[config.mk]
export PLATFORM = sky130hd
export DESIGN_NAME = cabin_service_arbiter
export DESIGN_NICKNAME = d
export VERILOG_FILES = /design/src/rtl/cabin_service_arbiter.sv
export SDC_FILE = /design/constraint.sdc
export NUM_CORES = 1
export LEC_CHECK = 0
export CAP_MARGIN = 10
export CORE_MARGIN = 2
export CORE_UTILIZATION = 45
export DETAILED_ROUTE_END_ITERATION = 12
export DONT_BUFFER_PORTS = 1
export HOLD_SLACK_MARGIN = 0.15
export PLACE_DENSITY = 0.71
export SLEW_MARGIN = 20
export SYNTH_ARGS = -nofsm -noshare
export SYNTH_HDL_FRONTEND = slang
export SYNTH_SLANG_ARGS = --single-unit
[constraint.sdc]
create_clock -name clk -period 3.4 [get_ports clk]
set_clock_uncertainty 0.2 [all_clocks]
set_input_delay 0.51 -clock clk [delete_from_list [all_inputs] [get_ports clk]]
set_output_delay 0.51 -clock clk [all_outputs]
set_load 0.02 [all_outputs]
[src/rtl/cabin_service_arbiter.sv]
// Round-robin arbiter for the shared cabin actuator/annunciation bus.
// Requesters: 0 crew call, 1 cabin lighting, 2 seatbelt sign, 3 PA.
// Grants are bounded by MAX_HOLD. A cooldown gap separates grants.
// Critical flight phases restrict bus ownership to CRIT_MASK requesters.
module cabin_service_arbiter #(
  parameter int unsigned MAX_HOLD        = 8,
  parameter int unsigned COOLDOWN_CYCLES = 1,
  parameter logic [3:0]  CRIT_MASK       = 4'b1100
) (
  input  logic       clk,
  input  logic       reset,
  input  logic       en,
  input  logic [2:0] flight_phase,
  input  logic       phase_stable,
  input  logic [3:0] req,
  output logic [3:0] gnt,
  output logic [1:0] gnt_id,
  output logic       busy,
  output logic       timeout,
  output logic       revoked
);

  typedef enum logic [1:0] {
    S_IDLE,
    S_GRANT,
    S_COOLDOWN
  } state_t;

  localparam logic [7:0] HOLD_LIMIT = 8'(MAX_HOLD);
  localparam logic [3:0] CD_LIMIT   = 4'(COOLDOWN_CYCLES);

  state_t     r_state;
  state_t     w_state_nx;
  logic [3:0] r_gnt;
  logic [3:0] w_gnt_nx;
  logic [1:0] r_gnt_id;
  logic [1:0] w_gnt_id_nx;
  logic [7:0] r_hold_cnt;
  logic [7:0] w_hold_cnt_nx;
  logic [3:0] r_cd_cnt;
  logic [3:0] w_cd_cnt_nx;
  logic       r_timeout;
  logic       w_timeout_nx;
  logic       r_revoked;
  logic       w_revoked_nx;

  logic       w_crit;
  logic [3:0] w_elig;
  logic [1:0] w_cand;
  logic [1:0] w_sel;
  logic       w_sel_valid;

  assign w_crit = (flight_phase == 3'd2) || (flight_phase == 3'd6) || (flight_phase == 3'd7);
  assign w_elig = req & (w_crit ? CRIT_MASK : 4'hF);

  // Rotating-priority search starting just after the last granted index
  always_comb begin
    w_sel       = '0;
    w_sel_valid = 1'b0;
    w_cand      = '0;
    for (int unsigned k = 1; k <= 4; k++) begin
      w_cand = r_gnt_id + 2'(k);
      if (!w_sel_valid && w_elig[w_cand]) begin
        w_sel       = w_cand;
        w_sel_valid = 1'b1;
      end
    end
  end

  // Next-state and next-register values; GRANT checks release, revoke, timeout in that order
  always_comb begin
    w_state_nx    = r_state;
    w_gnt_nx      = r_gnt;
    w_gnt_id_nx   = r_gnt_id;
    w_hold_cnt_nx = r_hold_cnt;
    w_cd_cnt_nx   = r_cd_cnt;
    w_timeout_nx  = 1'b0;
    w_revoked_nx  = 1'b0;
    case (r_state)
      S_IDLE: begin
        if (phase_stable && w_sel_valid) begin
          w_state_nx    = S_GRANT;
          w_gnt_nx      = 4'b0001 << w_sel;
          w_gnt_id_nx   = w_sel;
          w_hold_cnt_nx = 8'd1;
        end
      end
      S_GRANT: begin
        if (!req[r_gnt_id]) begin
          w_gnt_nx    = '0;
          w_state_nx  = S_COOLDOWN;
          w_cd_cnt_nx = 4'd1;
        end else if (w_crit && !CRIT_MASK[r_gnt_id]) begin
          w_gnt_nx     = '0;
          w_revoked_nx = 1'b1;
          w_state_nx   = S_COOLDOWN;
          w_cd_cnt_nx  = 4'd1;
        end else if (r_hold_cnt == HOLD_LIMIT) begin
          w_gnt_nx     = '0;
          w_timeout_nx = 1'b1;
          w_state_nx   = S_COOLDOWN;
          w_cd_cnt_nx  = 4'd1;
        end else begin
          w_hold_cnt_nx = r_hold_cnt + 8'd1;
        end
      end
      S_COOLDOWN: begin
        if (r_cd_cnt == CD_LIMIT) begin
          w_state_nx = S_IDLE;
        end else begin
          w_cd_cnt_nx = r_cd_cnt + 4'd1;
        end
      end
      default: begin
        w_state_nx = S_IDLE;
        w_gnt_nx   = '0;
      end
    endcase
  end

  // State register; en=0 freezes everything and clears the event pulses
  always_ff @(posedge clk or posedge reset) begin
    if (reset) begin
      r_state    <= S_IDLE;
      r_gnt      <= '0;
      r_gnt_id   <= 2'd3;
      r_hold_cnt <= '0;
      r_cd_cnt   <= '0;
      r_timeout  <= 1'b0;
      r_revoked  <= 1'b0;
    end else if (en) begin
      r_state    <= w_state_nx;
      r_gnt      <= w_gnt_nx;
      r_gnt_id   <= w_gnt_id_nx;
      r_hold_cnt <= w_hold_cnt_nx;
      r_cd_cnt   <= w_cd_cnt_nx;
      r_timeout  <= w_timeout_nx;
      r_revoked  <= w_revoked_nx;
    end else begin
      r_timeout  <= 1'b0;
      r_revoked  <= 1'b0;
    end
  end

  // Pulses are masked by en so they read 0 for the whole frozen interval
  assign gnt     = r_gnt;
  assign gnt_id  = r_gnt_id;
  assign busy    = (r_state == S_GRANT);
  assign timeout = r_timeout & en;
  assign revoked = r_revoked & en;

endmodule

# == Word-level counts from Yosys, hierarchy flattened ==
# Index checks and enable logic that the tools add are counted.
# totals
ff_bits,22
latch_bits,0
mem_bits_rw,0
mem_bits_ro,0
in_bits,11
output_inout_bits,9
elab_cells,105
mem_count,0
# classes
n_addsub,5
n_mul,0
n_div,0
order_cmp,4
n_eq_ne,14
shift,1
mux,51
n_bitwise,4
n_reduce_logical,19
# op_table
operator,count
$mux 4,8
$mux 8,4
$mux 2,10
$mux 1,19
$pmux 8 s2,1
$bmux 1 s2,6
$lt 2x3->1 const B,4
$pmux 4 s3,1
$reduce_and 4->1,3
$ne 2x2->1 const B,5
$add 8x1->8 const B,1
$eq 8x4->1 const B,1
$pmux 4 s2,1
$eq 3x3->1 const B,2
$pmux 2 s3,1
$reduce_and 6->1,1
$logic_and 1x1->1,5
$add 2x2->2 const B,2
$add 4x1->4 const B,1
$and 4x4->4,1
$eq 4x1->1 const B,1
$logic_not 1->1,4
$ne 4x2->1 const B,1
$reduce_bool 2->1,2
other kinds (11),13

# == Logic depth before layout (Yosys ltp) ==
# Gate-level depths: netlist of run 1.
# depth
depth_word,20
ltp_mapped,10
ltp_nobuf,9

# == Worst setup path after synthesis of run 1 ==
# Ideal clock, no wire load.
# synth_timing
path_kind,reg2reg
startpoint,register r_gnt_id[0] (netlist: gnt_id[0])
endpoint,register r_hold_cnt[7]
setup_ns,0.078
arrival_time_ns,2.198
t_required_ns,3.122
setup_slack_ns,0.924
path_stages_with_launch,9
n_path_buf,1
period_less_slack_ns,2.476
path_cell_list,dfstp_2 -> buf_6 -> mux4_2 -> a21bo_4 -> o21ai_1 -> nand2_1 -> a21o_1 -> or4_1 -> a21oi_1
# synth_between
elab_chain_cells,16
elab_cells_between_ends,32
cone_classes,add/sub: 3; eq/ne: 3; mux: 16; reduce/logical: 10
# synth_lines
element,line_no,text
start: declaration,36,logic [1:0] r_gnt_id;
start signal: assignment,134,r_gnt_id <= w_gnt_id_nx;
$add 2x1->2,62,w_cand = r_gnt_id + 2'(k);
$bmux 1 s2,63,if (!w_sel_valid && w_elig[w_cand]) begin
$mux 1 (not written as such),63,
$mux 1,63,
$logic_not 1->1,63,
$logic_and 1x1->1,63,
$mux 1,63,
$logic_not 1->1,63,
$logic_and 1x1->1,63,
$mux 1,63,
$logic_not 1->1,63,
$logic_and 1x1->1,63,
$mux 1,63,
$logic_and 1x1->1,81,if (phase_stable && w_sel_valid) begin
$ne 2x2->1 (no line),-,
$reduce_and 6->1 (no line) *,-,
end signal: assignment,135,r_hold_cnt <= w_hold_cnt_nx;
end: declaration,38,logic [7:0] r_hold_cnt;
# Every way passes the cells marked *; elsewhere a longest branch is shown, timed or not. The select of a mux whose other input is x is not followed.
# A chain may end at the register's enable or synchronous reset.

# == Final worst setup path of run 1 ==
# Same ends and word-level chain as after synthesis.

==> impl_results.md, run 1 <==
* Io pins at 20
* Worst path cell trace: mux2i_1, a21oi_1, nor4_2, a21bo_1, a21o_1, or4_1, a21oi_1
* Critical path endpoint category: register
* Fmax at about 340 MHz
* Rel. slew slack at between 40% and 50%
* WL met3 at roughly 110 microns
* Crit path from: gnt_id[0]$_DFFE_PP1P_
* #FFs+latches synth at 22
* Number of port buffers at 0
* TritonRoute pass-1 iters at 4
* Highest metal used: met4
* Critical Path Fanout Max at 15
* CTS Buf Count at 3
* Die width at between 50 and 60 microns
* Avg Cell Area, Syn at slightly above 9 sq um
* H-tree depth at 1
* Post-Syn Area at between 1000 and 1500 sq um
* Core Area at about 2800 sq um
* Crit path launch type: register
* DRC at 0
* # diodes at 0
* Remaining Overflow, GRT at 0
* Clock tree sinks at 22
* Fill cell count at around 280
* P&R area growth vs syn at 4.771%
* DR vias at approximately 1,100
* GRT Util Overall at around 16%
* Final setup violation count at 0
* Top cell by count, worst path: a21oi_1
* Clock root buffer: clkbuf_4
* Crit path required time at roughly 3400 ps
* Vias in the first global route at 1,049
* Die Height at between 50 and 60 microns
* Clk buf depth at 2
* Placed cells at approximately 180
* Antenna-violating nets left at 0
* WL met2 at 1.150 mm
* Synth area leaders: dfrtp_1 (37%), a21oi_1 (5.1%), nor2_1 (4.1%), dfstp_2 (3.9%), ha_1 (3.7%)
* Global-route wire length before repair at between 4 and 5 mm
* DR iter-0 viols at 72
* Initial Util at 48.21%
* Seq/Total Area, Yosys at about two fifths
* Final period util at between 80% and 90%
* Hold Slack at between 150 and 200 ps
* Final min period at a little under 3000 ps
* Primary FF master, synth: dfrtp_1
* Crit path kind: register to register
* EDFF count, synth at 0
* Reg2reg start: gnt_id[0]$_DFFE_PP1P_
* Final GP Congestion at approximately 0.9
* CTS tree: done
* Synth top area share at around 37%
* WL/cell at 14.05 microns
* Maximum VDD drop at between 0.0002 and 0.00025 V
* Clock latency at the later pin of the worst-skew pair at roughly 300 ps
* M1 WL at 1.268 mm
* Critical-path top delay cell: dfstp_2
* Post-DP HPWL at around 1.9 mm
* Hold path start: en
* Ys Warns at 0
* Total Die Area at approximately 3500 sq um
* Detailed Route WL at ~2.5 mm
* Crit-path max cell delay at approximately 760 ps
* Status: finished clean
* Fin Setup TNS at 0 ps
* Slew Viols, Final at 0
* Cell Pwr Density at just over 700 nW/um^2
* Antenna violations before repair at 0
* Library cells used by synthesis at 45
* Pleak at 0.6572 nW
* Cell taking the most area after synthesis: dfrtp_1
* Post-synthesis cell count at roughly 150
* Setup Fix Bufs, Post-CTS at 0
* Vias/cell at approximately 5.9
* Max Cap Violations at 0
* Row cnt at 19
* Ys async rst share at 100.0%
* Post-synth net total at between 150 and 200
* RSZ-0062 raised after global routing: false
* NumNets Final at about 170
* Crit path arrival time at just under 3000 ps
* Fraction of layout cells with a size suffix above 1 at under 10%
* Slew at the pin closest to its max-slew limit at 823.6 ps
* Min-delay worst type: input pin to register
* Clock Pin Slew Worst Setup and Hold Paths at between 100 and 150 ps
* Largest net degree at the start of global routing at 23
* Final hold violation count at 0
* Final Non-Filler Cells at around 180
logic make-up (layout without fill, tap and decap cells):
kind of cell               Yosys count  in the layout  share of synthesized area (%)
muxes                                6              6                          5.504
adders and majority gates            4              4                          3.670
buffers and inverters               13             14                          4.220
and+or+nand+nor                     57             57                          21.93
DFF                                 22             22                          40.55
AOI/OAI and AO/OA                   45             45                          22.84
xor gates and xnor gates             2              2                          1.285
critical path, delay by kind of cell, from the launching register on:
kind | cells | cell delay (ps)
AND/OR/NAND/NOR | 2 | 680
AO/OA/AOI/OAI | 4 | 1070
flip-flops | 1 | 760
multiplexers | 1 | 130
cell usage after synthesis (all sizes together), types with 2 or more instances:
cell type  instances
a211oi             2
a21bo              2
a21o               4
a21oi             14
a22o               4
and2               3
buf                2
clkbuf             3
dfrtp             20
dfstp              2
ha                 4
inv                8
mux2               2
mux2i              3
nand2             11
nand2b             3
nand3              5
nand4              2
nor2              15
nor2b              2
nor3               4
nor4               2
o211a              2
o21ai              7
o31ai              3
or3                4
xor2               2
repair_timing:
item | 4_1_cts | 5_1_grt
resized for setup | 0 | 0
hold endpoints to repair | 20 | 0
hold buffers | 1 | 0
endpoints found under the setup margin | 0 | 0
state kept, by name (all words and copies together), names as in the netlist:
signal and cells:
gnt_id 2, r_cd_cnt 4, r_hold_cnt 8, gnt 4, r_timeout 1, r_state 2
r_revoked 1
cell type report:
class / count / area [sq um] / share of cell area, %
multi-input cells: 114 / 753.2 / 52.71
flip-flops and latches: 22 / 553.0 / 38.70
well taps: 31 / 38.79 / 2.715
clock buffers: 4 / 36.28 / 2.539
inverters: 8 / 30.03 / 2.102
repair buffers: 2 / 17.52 / 1.226
where the power goes:
part	internal, mW	total, mW	switching [mW]
combinational	0.175	0.396	0.221
clock	0.0652	0.140	0.0748
sequential	0.336	0.478	0.143
metal layers:
metal  track usage (%)  vias to the layer above
li1                  -                      542
met1             21.53                      506
met2             25.24                       24
met3             2.620                        2
met4             5.844                        0
met5                 0                        -
path summary, 6_finish.rpt:
check | cells after the start | slack [ps] | end
setup reg to reg | 7 | 500 | r_hold_cnt[7]$_DFFE_PP0P_
hold / removal | 2 | 170 | r_state[1]$_DFFE_PP0P_
min in group asynchronous | 2 | 600 | r_hold_cnt[7]$_DFFE_PP0P_
setup / recovery | 7 | 500 | r_hold_cnt[7]$_DFFE_PP0P_
max in group asynchronous | 2 | 1890 | gnt[2]$_DFFE_PP0P_
hold reg to reg | 1 | 340 | r_cd_cnt[0]$_DFFE_PP0P_
stage by stage:
stage	setup WS (ps)	total power [mW]	util [%]	area (sq um)
floorplan	924.4	0.8123	-	1364
global placement	622.6	0.8656	48.87	1383
detailed placement	531.8	0.8782	48.87	1383
CTS	510.2	1.021	50.51	1429
global route	319.3	1.099	50.51	1429
finish	497.1	1.014	50.51	1429
placed cells by master (no fill, tap or decap), drive strengths merged, types with 2 or more instances in the layout:
cell | Yosys | layout
nor2 | 15 | 15
or3 | 4 | 4
nor4 | 2 | 2
xor2 | 2 | 2
nor2b | 2 | 2
nand2 | 11 | 11
inv | 8 | 8
dfstp | 2 | 2
o21ai | 7 | 7
a21oi | 14 | 14
nand2b | 3 | 3
mux2 | 2 | 2
o31ai | 3 | 3
nand4 | 2 | 2
and2 | 3 | 3
dfrtp | 20 | 20
nor3 | 4 | 4
ha | 4 | 4
o211a | 2 | 2
a22o | 4 | 4
a21o | 4 | 4
clkbuf | 3 | 4
a211oi | 2 | 2
mux2i | 3 | 3
nand3 | 5 | 5
a21bo | 2 | 2
Note: power is estimated with default switching activity, not from simulation.
==> inputs of run 2 (changes only) <==
--- a/config.mk
+++ b/config.mk
@@ -5,13 +5,13 @@
 export SDC_FILE = /design/constraint.sdc
 export NUM_CORES = 1
 export LEC_CHECK = 0
+export BUFFER_PORTS_ARGS = -buffer_cell sky130_fd_sc_hd__buf_2
 export CAP_MARGIN = 10
 export CORE_MARGIN = 2
 export CORE_UTILIZATION = 45
 export DETAILED_ROUTE_END_ITERATION = 12
-export DONT_BUFFER_PORTS = 1
 export HOLD_SLACK_MARGIN = 0.15
-export PLACE_DENSITY = 0.71
+export PLACE_DENSITY = 0.76
 export SLEW_MARGIN = 20
 export SYNTH_ARGS = -nofsm -noshare
 export SYNTH_HDL_FRONTEND = slang
==> impl_results.md, run 2 (synthesized netlist as in run 1, its figures left out) <==
* Status: finished clean (unchanged)
* Initial Util at 48.21% (unchanged)
* Worst path cell trace: mux2i_1, a21oi_1, nor4_2, a21bo_1, a21o_1, or4_1, a21oi_1 (unchanged)
* Top reg by flops: r_hold_cnt (unchanged)
* Setup Fix Bufs, Post-CTS at 0 (unchanged)
* Number of port buffers at 19 (was 0)
* Reg2Reg Depth at 7 (unchanged)
* Clock tree sinks at 22 (unchanged)
* # hold bufs at CTS at 0 (was 1)
* Worst r2r dst: r_hold_cnt[7]$_DFFE_PP0P_ (unchanged)
* Top cell by count, worst path: a21oi_1 (unchanged)
* Final min period at 2878 ps (was 2903 ps)
* Maximum VDD drop at 0.0002961 V (was 0.0002488 V)
* Antenna-violating nets left at 0 (unchanged)
* Core Area at 2829 sq um (unchanged)
* Fill cell count at 266 (was 279)
* Crit path required time at 3450 ps (was 3430 ps)
* Resized Gates After CTS at 0 (unchanged)
* Reg2reg start: gnt_id[0]$_DFFE_PP1P_ (unchanged)
* WL met2 at 1.254 mm (was 1.150 mm)
* Clock Pin Slew Worst Setup and Hold Paths at 130 ps (was 120 ps)
* DRC at 0 (unchanged)
* Cell Pwr Density at 734.3 nW/um^2 (was 709.9 nW/um^2)
* Detailed Route WL at 2.698 mm (was 2.543 mm)
* Fmax at 347.4 MHz (was 344.5 MHz)
* Critical-path top delay cell: dfstp_2 (unchanged)
* Crit path launch type: register (unchanged)
* Crit path from: gnt_id[0]$_DFFE_PP1P_ (unchanged)
* Vias/cell at 5.995 (was 5.934)
* Post-DP HPWL at 1.982 mm (was 1.916 mm)
* Fraction of layout cells with a size suffix above 1 at 19.05% (was 8.667%)
* Io pins at 20 (unchanged)
* Max Cap Violations at 0 (unchanged)
* Most frequent cells in the layout: dfrtp_1 (20), buf_2 (19), nor2_1 (15), a21oi_1 (14), nand2_1 (11) (was dfrtp_1 (20), nor2_1 (15), a21oi_1 (14), nand2_1 (11), inv_1 (8))
* Critical path endpoint category: register (unchanged)
* Final GP Congestion at 0.8835 (was 0.8978)
* Final setup violation count at 0 (unchanged)
* Antenna violations before repair at 0 (unchanged)
* Max reg flops at 8 (unchanged)
* Most common cell after layout, fill and taps aside: dfrtp_1 (unchanged)
* Slew Viols, Final at 0 (unchanged)
* CP bufs+invs at 0 (unchanged)
* Clock latency at the later pin of the worst-skew pair at 320 ps (was 300 ps)
* NumNets Final at 184 (was 166)
* Fin Setup TNS at 0 ps (unchanged)
* Kind of cell adding the most delay to the critical path: compound AO/OA/AOI/OAI gates (unchanged)
* R2r setup slk at 520 ps (was 500 ps)
* RSZ-0062 raised after global routing: false (unchanged)
* M1 WL at 1.215 mm (was 1.268 mm)
* H-tree depth at 1 (unchanged)
* P&R area growth vs syn at 12.20% (was 4.771%)
* WL/cell at 13.56 microns (was 14.05 microns)
* Critical Path Fanout Max at 15 (unchanged)
* TritonRoute pass-1 iters at 4 (unchanged)
* Vias in the first global route at 1,076 (was 1,049)
* Global-route wire length before repair at 4.560 mm (was 4.312 mm)
* Final hold violation count at 0 (unchanged)
* Min-delay worst type: input pin to asynchronous set/reset pin (was input pin to register)
* Rel. slew slack at 43.74% (was 45.03%)
* Largest net degree at the start of global routing at 23 (unchanged)
* Final period util at 84.65% (was 85.38%)
* # diodes at 0 (unchanged)
* Final design utilization at 54.09% (was 50.51%)
* Crit path kind: register to register (unchanged)
* Die Height at 59.05 microns (unchanged)
* CTS tree: done (unchanged)
* Die width at 59.05 microns (unchanged)
* CTS Buf Count at 3 (unchanged)
* Slew at the pin closest to its max-slew limit at 843.0 ps (was 823.6 ps)
* DR vias at 1,193 (was 1,074)
* Row cnt at 19 (unchanged)
* Highest metal used: met4 (unchanged)
* Crit-path max cell delay at 710 ps (was 760 ps)
* Clk buf depth at 2 (unchanged)
* Total Die Area at 3487 sq um (unchanged)
* Clock root buffer: clkbuf_4 (unchanged)
* DR iter-0 viols at 110 (was 72)
* GRT Util Overall at 16.70% (was 15.79%)
* Pleak at 0.7430 nW (was 0.6572 nW)
* Remaining Overflow, GRT at 0 (unchanged)
* WL met3 at 170 microns (was 110 microns)
* Crit path arrival time at 2930 ps (was 2940 ps)
[run 2: changes by cell type in the layout (fill, tap and decap cells not counted)]
cell	change
buf_2	+19
clkbuf_8	-1
bufinv_16	+1
dlygate4sd3_1	-1
[run 2: layer usage]
metal	GRT usage [%]	vias up
met5	0	-
met4	5.844	0
met3	5.022	8
met2	26.51	42
met1	21.68	564
li1	-	579
[run 2: layout make-up]
class | instances | area, sq um | share of cell area, %
Timing Repair Buffer | 20 | 102.6 | 6.705
Sequential cell | 22 | 553.0 | 36.14
Tap cell | 31 | 38.79 | 2.535
Clock inverter | 1 | 30.03 | 1.962
Multi-Input combinational cell | 114 | 753.2 | 49.22
Inverter | 8 | 30.03 | 1.962
Clock buffer | 3 | 22.52 | 1.472
[run 2: worst reg2reg max path, cell delays in order (launching register included)]
cell     delay (ps)
dfstp_2         710
mux2i_1         120
a21oi_1         430
nor4_2          150
a21bo_1         230
a21o_1          290
or4_1           540
a21oi_1         150
[run 2: metrics by stage]
stage               std cells  cell area, sq um  hold slack, ps  power (mW)  setup WS [ps]
floorplan                 149              1364           292.5      0.8123          924.4
global placement          195              1478           286.1      0.9050          638.1
detailed placement        195              1478           287.3      0.9214          523.6
CTS                       199              1530           176.7       1.124          558.5
global route              199              1530           216.5       1.205          368.8
finish                    199              1530           134.3       1.124          521.8
[run 2: worst max-delay path by stage]
stage	slack, ps	end	depth (start not counted)
after CTS	560	r_hold_cnt[7]$_DFFE_PP0P_	7
after detailed placement	520	r_hold_cnt[7]$_DFFE_PP0P_	8
after global routing	370	r_hold_cnt[7]$_DFFE_PP0P_	7
after global placement	640	r_hold_cnt[7]$_DFFE_PP0P_	8
final	520	r_hold_cnt[7]$_DFFE_PP0P_	7
after floorplan	920	r_hold_cnt[7]$_DFFE_PP0P_	8
[run 2: power by group]
group / total, mW / internal, mW / switching, mW
clock: 0.204 / 0.119 / 0.0844
combinational: 0.484 / 0.203 / 0.281
sequential: 0.436 / 0.336 / 0.100
